**src/rtl/ysyx_23060111_lsu_if.sv**
```systemverilog
// Word-aligned req/gnt/rvalid memory bus between the LSU (master) and memory (slave).
interface ysyx_23060111_lsu_if #(
  parameter int ADDR_W = 32,
  parameter int DATA_W = 32
);
  logic              req;
  logic              we;
  logic [ADDR_W-1:0] addr;
  logic [DATA_W-1:0] wdata;
  logic [3:0]        wstrb;
  logic              gnt;
  logic              rvalid;
  logic [DATA_W-1:0] rdata;

  modport master (output req, we, addr, wdata, wstrb, input gnt, rvalid, rdata);
  modport slave  (input req, we, addr, wdata, wstrb, output gnt, rvalid, rdata);
endinterface

```
**src/rtl/ysyx_23060111_lsu.sv**
```systemverilog
// Load/store unit: one memory op per handshake, byte-lane alignment, single bus
// request, load extension, result handed to writeback over valid/ready.
module ysyx_23060111_lsu #(
  parameter int ADDR_W = 32,
  parameter int DATA_W = 32
) (
  input  logic                clk,
  input  logic                rst_n,
  input  logic                in_valid,
  output logic                in_ready,
  input  logic                in_ren,
  input  logic                in_wen,
  input  logic [2:0]          in_funct3,
  input  logic [ADDR_W-1:0]   in_addr,
  input  logic [DATA_W-1:0]   in_wdata,
  ysyx_23060111_lsu_if.master mem,
  output logic                out_valid,
  input  logic                out_ready,
  output logic [DATA_W-1:0]   out_rdata,
  output logic                out_is_load,
  output logic                out_err
);
  typedef enum logic [1:0] {
    S_IDLE = 2'd0,
    S_REQ  = 2'd1,
    S_WAIT = 2'd2,
    S_DONE = 2'd3
  } state_t;

  state_t            state_r;
  logic              in_ready_r;
  logic              mem_req_r;
  logic              mem_we_r;
  logic [ADDR_W-1:0] mem_addr_r;
  logic [DATA_W-1:0] mem_wdata_r;
  logic [3:0]        mem_wstrb_r;
  logic              ren_r;
  logic [2:0]        funct3_r;
  logic [1:0]        off_r;
  logic              out_valid_r;
  logic              out_is_load_r;
  logic              out_err_r;
  logic [DATA_W-1:0] out_rdata_r;

  logic              err_s;
  logic [3:0]        wstrb_s;
  logic [DATA_W-1:0] wdata_s;
  logic [DATA_W-1:0] shifted_s;
  logic [DATA_W-1:0] load_s;

  // Misaligned access, unsupported size/sign code, unsigned store, or load+store together.
  function automatic logic op_illegal(input logic ren, input logic wen,
                                      input logic [2:0] funct3, input logic [1:0] off);
    logic bad;
    case (funct3)
      3'b000:  bad = 1'b0;
      3'b001:  bad = off[0];
      3'b010:  bad = (off != 2'b00);
      3'b100:  bad = wen;
      3'b101:  bad = wen | off[0];
      default: bad = 1'b1;
    endcase
    return bad | (ren & wen);
  endfunction

  // Store lane placement and error decode for the op being offered.
  always_comb begin
    err_s   = op_illegal(in_ren, in_wen, in_funct3, in_addr[1:0]);
    wstrb_s = 4'b0000;
    wdata_s = in_wdata;
    case (in_funct3[1:0])
      2'b00: begin
        wstrb_s = 4'b0001 << in_addr[1:0];
        wdata_s = {4{in_wdata[7:0]}};
      end
      2'b01: begin
        wstrb_s = 4'b0011 << in_addr[1:0];
        wdata_s = {2{in_wdata[15:0]}};
      end
      2'b10: begin
        wstrb_s = 4'b1111;
        wdata_s = in_wdata;
      end
      default: begin
        wstrb_s = 4'b0000;
        wdata_s = in_wdata;
      end
    endcase
  end

  // Load extraction from the returned word using the latched offset and size.
  always_comb begin
    shifted_s = mem.rdata >> {off_r, 3'b000};
    case (funct3_r)
      3'b000:  load_s = {{24{shifted_s[7]}}, shifted_s[7:0]};
      3'b100:  load_s = {24'h000000, shifted_s[7:0]};
      3'b001:  load_s = {{16{shifted_s[15]}}, shifted_s[15:0]};
      3'b101:  load_s = {16'h0000, shifted_s[15:0]};
      default: load_s = shifted_s;
    endcase
  end

  // Transaction FSM with all outward-facing signals registered.
  always_ff @(posedge clk or negedge rst_n) begin
    if (!rst_n) begin
      state_r       <= S_IDLE;
      in_ready_r    <= 1'b1;
      mem_req_r     <= 1'b0;
      mem_we_r      <= 1'b0;
      mem_addr_r    <= {ADDR_W{1'b0}};
      mem_wdata_r   <= {DATA_W{1'b0}};
      mem_wstrb_r   <= 4'b0000;
      ren_r         <= 1'b0;
      funct3_r      <= 3'b000;
      off_r         <= 2'b00;
      out_valid_r   <= 1'b0;
      out_is_load_r <= 1'b0;
      out_err_r     <= 1'b0;
      out_rdata_r   <= {DATA_W{1'b0}};
    end else begin
      case (state_r)
        S_IDLE: begin
          if (in_valid) begin
            in_ready_r <= 1'b0;
            ren_r      <= in_ren;
            funct3_r   <= in_funct3;
            off_r      <= in_addr[1:0];
            if ((!in_ren && !in_wen) || err_s) begin
              // No-ops and illegal ops complete without touching the bus.
              state_r       <= S_DONE;
              out_valid_r   <= 1'b1;
              out_is_load_r <= in_ren;
              out_err_r     <= in_ren | in_wen;
              out_rdata_r   <= {DATA_W{1'b0}};
            end else begin
              state_r     <= S_REQ;
              mem_req_r   <= 1'b1;
              mem_we_r    <= in_wen;
              mem_addr_r  <= {in_addr[ADDR_W-1:2], 2'b00};
              mem_wdata_r <= wdata_s;
              mem_wstrb_r <= in_wen ? wstrb_s : 4'b0000;
            end
          end
        end
        S_REQ: begin
          if (mem.gnt) begin
            mem_req_r <= 1'b0;
            if (mem.rvalid) begin
              state_r       <= S_DONE;
              out_valid_r   <= 1'b1;
              out_is_load_r <= ren_r;
              out_err_r     <= 1'b0;
              out_rdata_r   <= ren_r ? load_s : {DATA_W{1'b0}};
            end else begin
              state_r <= S_WAIT;
            end
          end
        end
        S_WAIT: begin
          if (mem.rvalid) begin
            state_r       <= S_DONE;
            out_valid_r   <= 1'b1;
            out_is_load_r <= ren_r;
            out_err_r     <= 1'b0;
            out_rdata_r   <= ren_r ? load_s : {DATA_W{1'b0}};
          end
        end
        S_DONE: begin
          if (out_ready) begin
            state_r       <= S_IDLE;
            in_ready_r    <= 1'b1;
            out_valid_r   <= 1'b0;
            out_is_load_r <= 1'b0;
            out_err_r     <= 1'b0;
            out_rdata_r   <= {DATA_W{1'b0}};
          end
        end
        default: begin
          state_r     <= S_IDLE;
          in_ready_r  <= 1'b1;
          mem_req_r   <= 1'b0;
          out_valid_r <= 1'b0;
        end
      endcase
    end
  end

  assign in_ready    = in_ready_r;
  assign mem.req     = mem_req_r;
  assign mem.we      = mem_we_r;
  assign mem.addr    = mem_addr_r;
  assign mem.wdata   = mem_wdata_r;
  assign mem.wstrb   = mem_wstrb_r;
  assign out_valid   = out_valid_r;
  assign out_rdata   = out_rdata_r;
  assign out_is_load = out_is_load_r;
  assign out_err     = out_err_r;
endmodule

```
**src/flat_wrapper.sv**
```systemverilog
// flat-port wrapper written by rule: the top's interface ports become plain ports
module ysyx_23060111_lsu_flat 
#(
  parameter int ADDR_W = 32,
  parameter int DATA_W = 32
)
  (clk, rst_n, in_valid, in_ready, in_ren, in_wen, in_funct3, in_addr, in_wdata, out_valid, out_ready, out_rdata, out_is_load, out_err, mem_req, mem_we, mem_addr, mem_wdata, mem_wstrb, mem_gnt, mem_rvalid, mem_rdata);
  ysyx_23060111_lsu_if #(.ADDR_W(ADDR_W), .DATA_W(DATA_W)) mem_i ();
  input  logic clk;
  input  logic rst_n;
  input  logic in_valid;
  output logic in_ready;
  input  logic in_ren;
  input  logic in_wen;
  input  logic [2:0] in_funct3;
  input  logic [ADDR_W-1:0] in_addr;
  input  logic [DATA_W-1:0] in_wdata;
  output logic out_valid;
  input  logic out_ready;
  output logic [DATA_W-1:0] out_rdata;
  output logic out_is_load;
  output logic out_err;
  output wire logic [$bits(mem_i.req)-1:0] mem_req;
  output wire logic [$bits(mem_i.we)-1:0] mem_we;
  output wire logic [$bits(mem_i.addr)-1:0] mem_addr;
  output wire logic [$bits(mem_i.wdata)-1:0] mem_wdata;
  output wire logic [$bits(mem_i.wstrb)-1:0] mem_wstrb;
  input wire logic [$bits(mem_i.gnt)-1:0] mem_gnt;
  input wire logic [$bits(mem_i.rvalid)-1:0] mem_rvalid;
  input wire logic [$bits(mem_i.rdata)-1:0] mem_rdata;
  assign mem_req = mem_i.req;
  assign mem_we = mem_i.we;
  assign mem_addr = mem_i.addr;
  assign mem_wdata = mem_i.wdata;
  assign mem_wstrb = mem_i.wstrb;
  assign mem_i.gnt = mem_gnt;
  assign mem_i.rvalid = mem_rvalid;
  assign mem_i.rdata = mem_rdata;
  ysyx_23060111_lsu #(.ADDR_W(ADDR_W), .DATA_W(DATA_W)) u_core (.clk(clk), .rst_n(rst_n), .in_valid(in_valid), .in_ready(in_ready), .in_ren(in_ren), .in_wen(in_wen), .in_funct3(in_funct3), .in_addr(in_addr), .in_wdata(in_wdata), .mem(mem_i), .out_valid(out_valid), .out_ready(out_ready), .out_rdata(out_rdata), .out_is_load(out_is_load), .out_err(out_err));
endmodule
```
**config.mk**
```make
export PLATFORM = sky130hd
export DESIGN_NAME = ysyx_23060111_lsu_flat
export DESIGN_NICKNAME = d
export VERILOG_FILES = /design/src/rtl/ysyx_23060111_lsu_if.sv /design/src/rtl/ysyx_23060111_lsu.sv /design/src/flat_wrapper.sv
export SDC_FILE = /design/constraint.sdc
export NUM_CORES = 1
export LEC_CHECK = 0
export ABC_AREA = 0
export CAP_MARGIN = 20
export CORE_ASPECT_RATIO = 0.7
export CORE_UTILIZATION = 44
export CTS_CLUSTER_SIZE = 24
export DETAILED_ROUTE_END_ITERATION = 8
export PLACE_DENSITY = 0.87
export SLEW_MARGIN = 40
export SYNTH_ARGS = -nofsm -noshare
export SYNTH_HDL_FRONTEND = slang
export SYNTH_SLANG_ARGS = --single-unit
```
**constraint.sdc**
```tcl
create_clock -name clk -period 2.75 [get_ports clk]
set_input_delay 0.55 -clock clk [delete_from_list [all_inputs] [get_ports clk]]
set_output_delay 0.55 -clock clk [all_outputs]
set_load 0.03 [all_outputs]
```
==> flow_metrics.env <==
export IMPL_path_clk_slew_ns=0.07
export IMPL_wl_per_cell_um=17.5
export IMPL_clock_power_share_pct=13.9
export IMPL_die_h_um=94.8
export IMPL_layout_nets=801
export IMPL_cts_resized=0
export IMPL_viasPerCell=5.38
export IMPL_critPathLaunch="in_wen"
export IMPL_synth_edf_count=0
export IMPL_yosysWarnings=0
export IMPL_top_layer_used="met4"
export IMPL_min_path_type="input port to async pin"
export IMPL_clkLatencyLatePin_ns=0.34
export IMPL_rows=33
export IMPL_power_frac_comb_pct=54.8
export IMPL_start_util_pct=45.7
export IMPL_p_leak_nw=3.50
export IMPL_r2r_start="u_core.state_r[0]"
export IMPL_hpwl_um=11500
export IMPL_r2r_setup_slack_ns=0.47
export IMPL_wl_um=14900
export IMPL_avgSynthCellArea_um2=11.1
export IMPL_cts_root_buf="clkbuf_16"
export IMPL_antenna_found_initial=0
export IMPL_setup_violations=0
export IMPL_drive_above_1_share_pct=11.1
export IMPL_ioPinCount=213
export IMPL_synth_cell_area_mm2=0.00542
export IMPL_syn_inst=487
export IMPL_synth_distinct_cells=43
export IMPL_cts_num_sinks=112
export IMPL_overflow=0
export IMPL_ys_seq_area_share_pct=51.8
export IMPL_async_flop_share_pct=100
export IMPL_drv_slew=0
export IMPL_finalHoldViolCount=0
export IMPL_grt_pass1_vias=4557
export IMPL_utilization_pct=67.6
export IMPL_grt_pass1_wl_um=23700
export IMPL_worst_slack_ns=0.278
export IMPL_swShare_pct=42.8
export IMPL_status="finished clean"
export IMPL_post_route_period_util_pct=89.9
export IMPL_mostFrequentLayoutCells="clkdlybuf4s50_1, dfrtp_1, nand2_1"
export IMPL_finalCriticalPeriod_ns=2.47
export IMPL_route_met3_wl_um=967
export IMPL_vdd_drop_max_uv=633
export IMPL_cts_max_level=3
export IMPL_rr_worst_depth=6
export IMPL_seq_power_share_pct=31.2
export IMPL_worst_setup_path_end_kind="register"
export IMPL_portBuffers=210
export IMPL_cts_hold_buf=0
export IMPL_drc=0
export IMPL_timing_rr_end="u_core.mem.wdata[0]"
export IMPL_die_area_mm2=0.0128
export IMPL_max_freq_mhz=405
export IMPL_vias=4579
export IMPL_power_density_mw_per_mm2=1180
export IMPL_cts_tree="built"
export IMPL_drtAntennaViolNets=0
export IMPL_wl_met2_um=7120
export IMPL_ys_seq_elements=112
export IMPL_grt_max_degree=53
export IMPL_core_mm2=0.0119
export IMPL_drtPass1Iterations=4
export IMPL_p_sw_mw=4.06
export IMPL_wl_met1_um=6620
export IMPL_relSlewSlack_pct=64.1
export IMPL_post_cts_buffers=0
export IMPL_critPathLaunchType="input port"
export IMPL_power_mw=9.48
export IMPL_maxCapViolCount=0
export IMPL_final_common_cell="clkdlybuf4s50_1"
export IMPL_cts_buffer_depth=2
export IMPL_grt_setup_unrepaired="no"
export IMPL_critical_path_class="input port to register"
export IMPL_synth_flop_cell="dfrtp_1"
export IMPL_worstSetupEndpoint="u_core.out_rdata[28]"
export IMPL_tns_ns=0
export IMPL_cts_made_buffers=9
export IMPL_internal_power_mw=5.43
export IMPL_gp_congestion=0.868
export IMPL_finalClockSkew_ns=0.00626
export IMPL_syn2layout_area_growth_pct=47.9
export IMPL_track_usage_pct=24.0
export IMPL_diodes=0
export IMPL_dp_slack_ns=-0.0522
export IMPL_worst_ep_required_time_ns=2.98
export IMPL_max_slew_worst_pin_slew_ns=0.538
export IMPL_arrival_ns=2.70
export IMPL_cp_max_fo=33
export IMPL_drt_initial_drc_count=265
export IMPL_die_w_um=135
export IMPL_hold_slack_ns=0.168
-- worst min path at each step --
stage	start	endpoint	slack [ns]	cells past startpoint
after floorplan	rst_n	u_core.funct3_r[0]	0.25	0
after global placement	u_core.mem.wdata[16]	u_core.mem.wdata[16]	0.46	2
after detailed placement	u_core.mem.wdata[10]	u_core.mem.wdata[10]	0.47	2
after CTS	rst_n	u_core.out_rdata[7]	0.18	1
after global routing	rst_n	u_core.out_rdata[10]	0.20	1
final	rst_n	u_core.out_rdata[7]	0.17	1
-- cell type report --
type / count / area [µm²]
well taps: 157 / 196
multi-input cells: 332 / 2390
fillers: 821 / 3840
repair buffers: 226 / 2280
clock inverters: 6 / 67.6
clock buffers: 10 / 239
inverters: 8 / 30.0
flip-flops and latches: 112 / 2800
-- flip-flops by register name, indices dropped and copies added, names as in the netlist, 2 cells and up --
name	cells
u_core.out_rdata	32
u_core.mem.wstrb	4
u_core.mem.addr	30
u_core.off_r	2
u_core.mem.wdata	32
u_core.funct3_r	3
u_core.state_r	2
-- cells in the mapped netlist (2+ instances only) --
| library cell | n | area share, % |
|---|---|---|
| nand3b_1 | 2 | 0.28 |
| o21ai_2 | 2 | 0.32 |
| nor2_1 | 18 | 1.2 |
| o21ai_0 | 51 | 4.7 |
| a21oi_1 | 25 | 2.3 |
| buf_6 | 4 | 0.83 |
| nor3b_1 | 2 | 0.28 |
| mux2_1 | 15 | 3.1 |
| ha_1 | 5 | 1.2 |
| mux2i_1 | 44 | 8.1 |
| o2bb2ai_1 | 8 | 1.3 |
| inv_1 | 8 | 0.55 |
| buf_1 | 2 | 0.14 |
| buf_2 | 11 | 1.0 |
| nor2b_1 | 11 | 1.3 |
| or2_2 | 2 | 0.23 |
| buf_4 | 7 | 0.97 |
| nand2b_1 | 2 | 0.23 |
| nand2_1 | 62 | 4.3 |
| mux2_2 | 32 | 6.7 |
| clkbuf_1 | 12 | 0.83 |
| a32o_1 | 7 | 1.3 |
| a22o_1 | 17 | 2.7 |
| dfrtp_1 | 111 | 51 |
| a211o_1 | 9 | 1.5 |
-- metrics by stage --
step | cell area, µm² | instances
detailed placement | 7700 | 835
CTS | 8010 | 851
floorplan | 5420 | 488
global route | 8010 | 851
global placement | 7700 | 835
finish | 8010 | 851
-- metal layers --
metal  up-vias  global-route usage (%)
met4         0                    6.84
met1      2232                    32.8
met3        17                    4.83
met2       192                    38.7
met5         -                       0
li1       2138                       -
-- critical path: stages --
cell             delay (ns)
clkdlybuf4s50_1        0.62
xor2_1                 0.26
a22oi_2                0.32
a21oi_2                0.13
a211o_1                0.36
buf_12                 0.20
a22o_1                 0.25
-- cell families after synthesis --
family / synth area share [%]
AO/OA/AOI/OAI: 15.7
flip-flops: 51.8
AND/OR/NAND/NOR: 8.96
multiplexers: 17.9
buffers and inverters: 4.34
adder cells (fa/ha/maj): 1.15
other: 0.0692
XOR/XNOR: 0.162
-- power by group through the flow --
stage	clock network, mW	registers (mW)	logic (mW)
final	1.32	2.96	5.20
after global routing	1.42	3.06	5.52
after CTS	1.36	2.97	5.22
after detailed placement	0	2.99	5.19
after global placement	0	2.94	5.06
after floorplan	0	4.25	1.77
(Power assumes the default switching activity.)
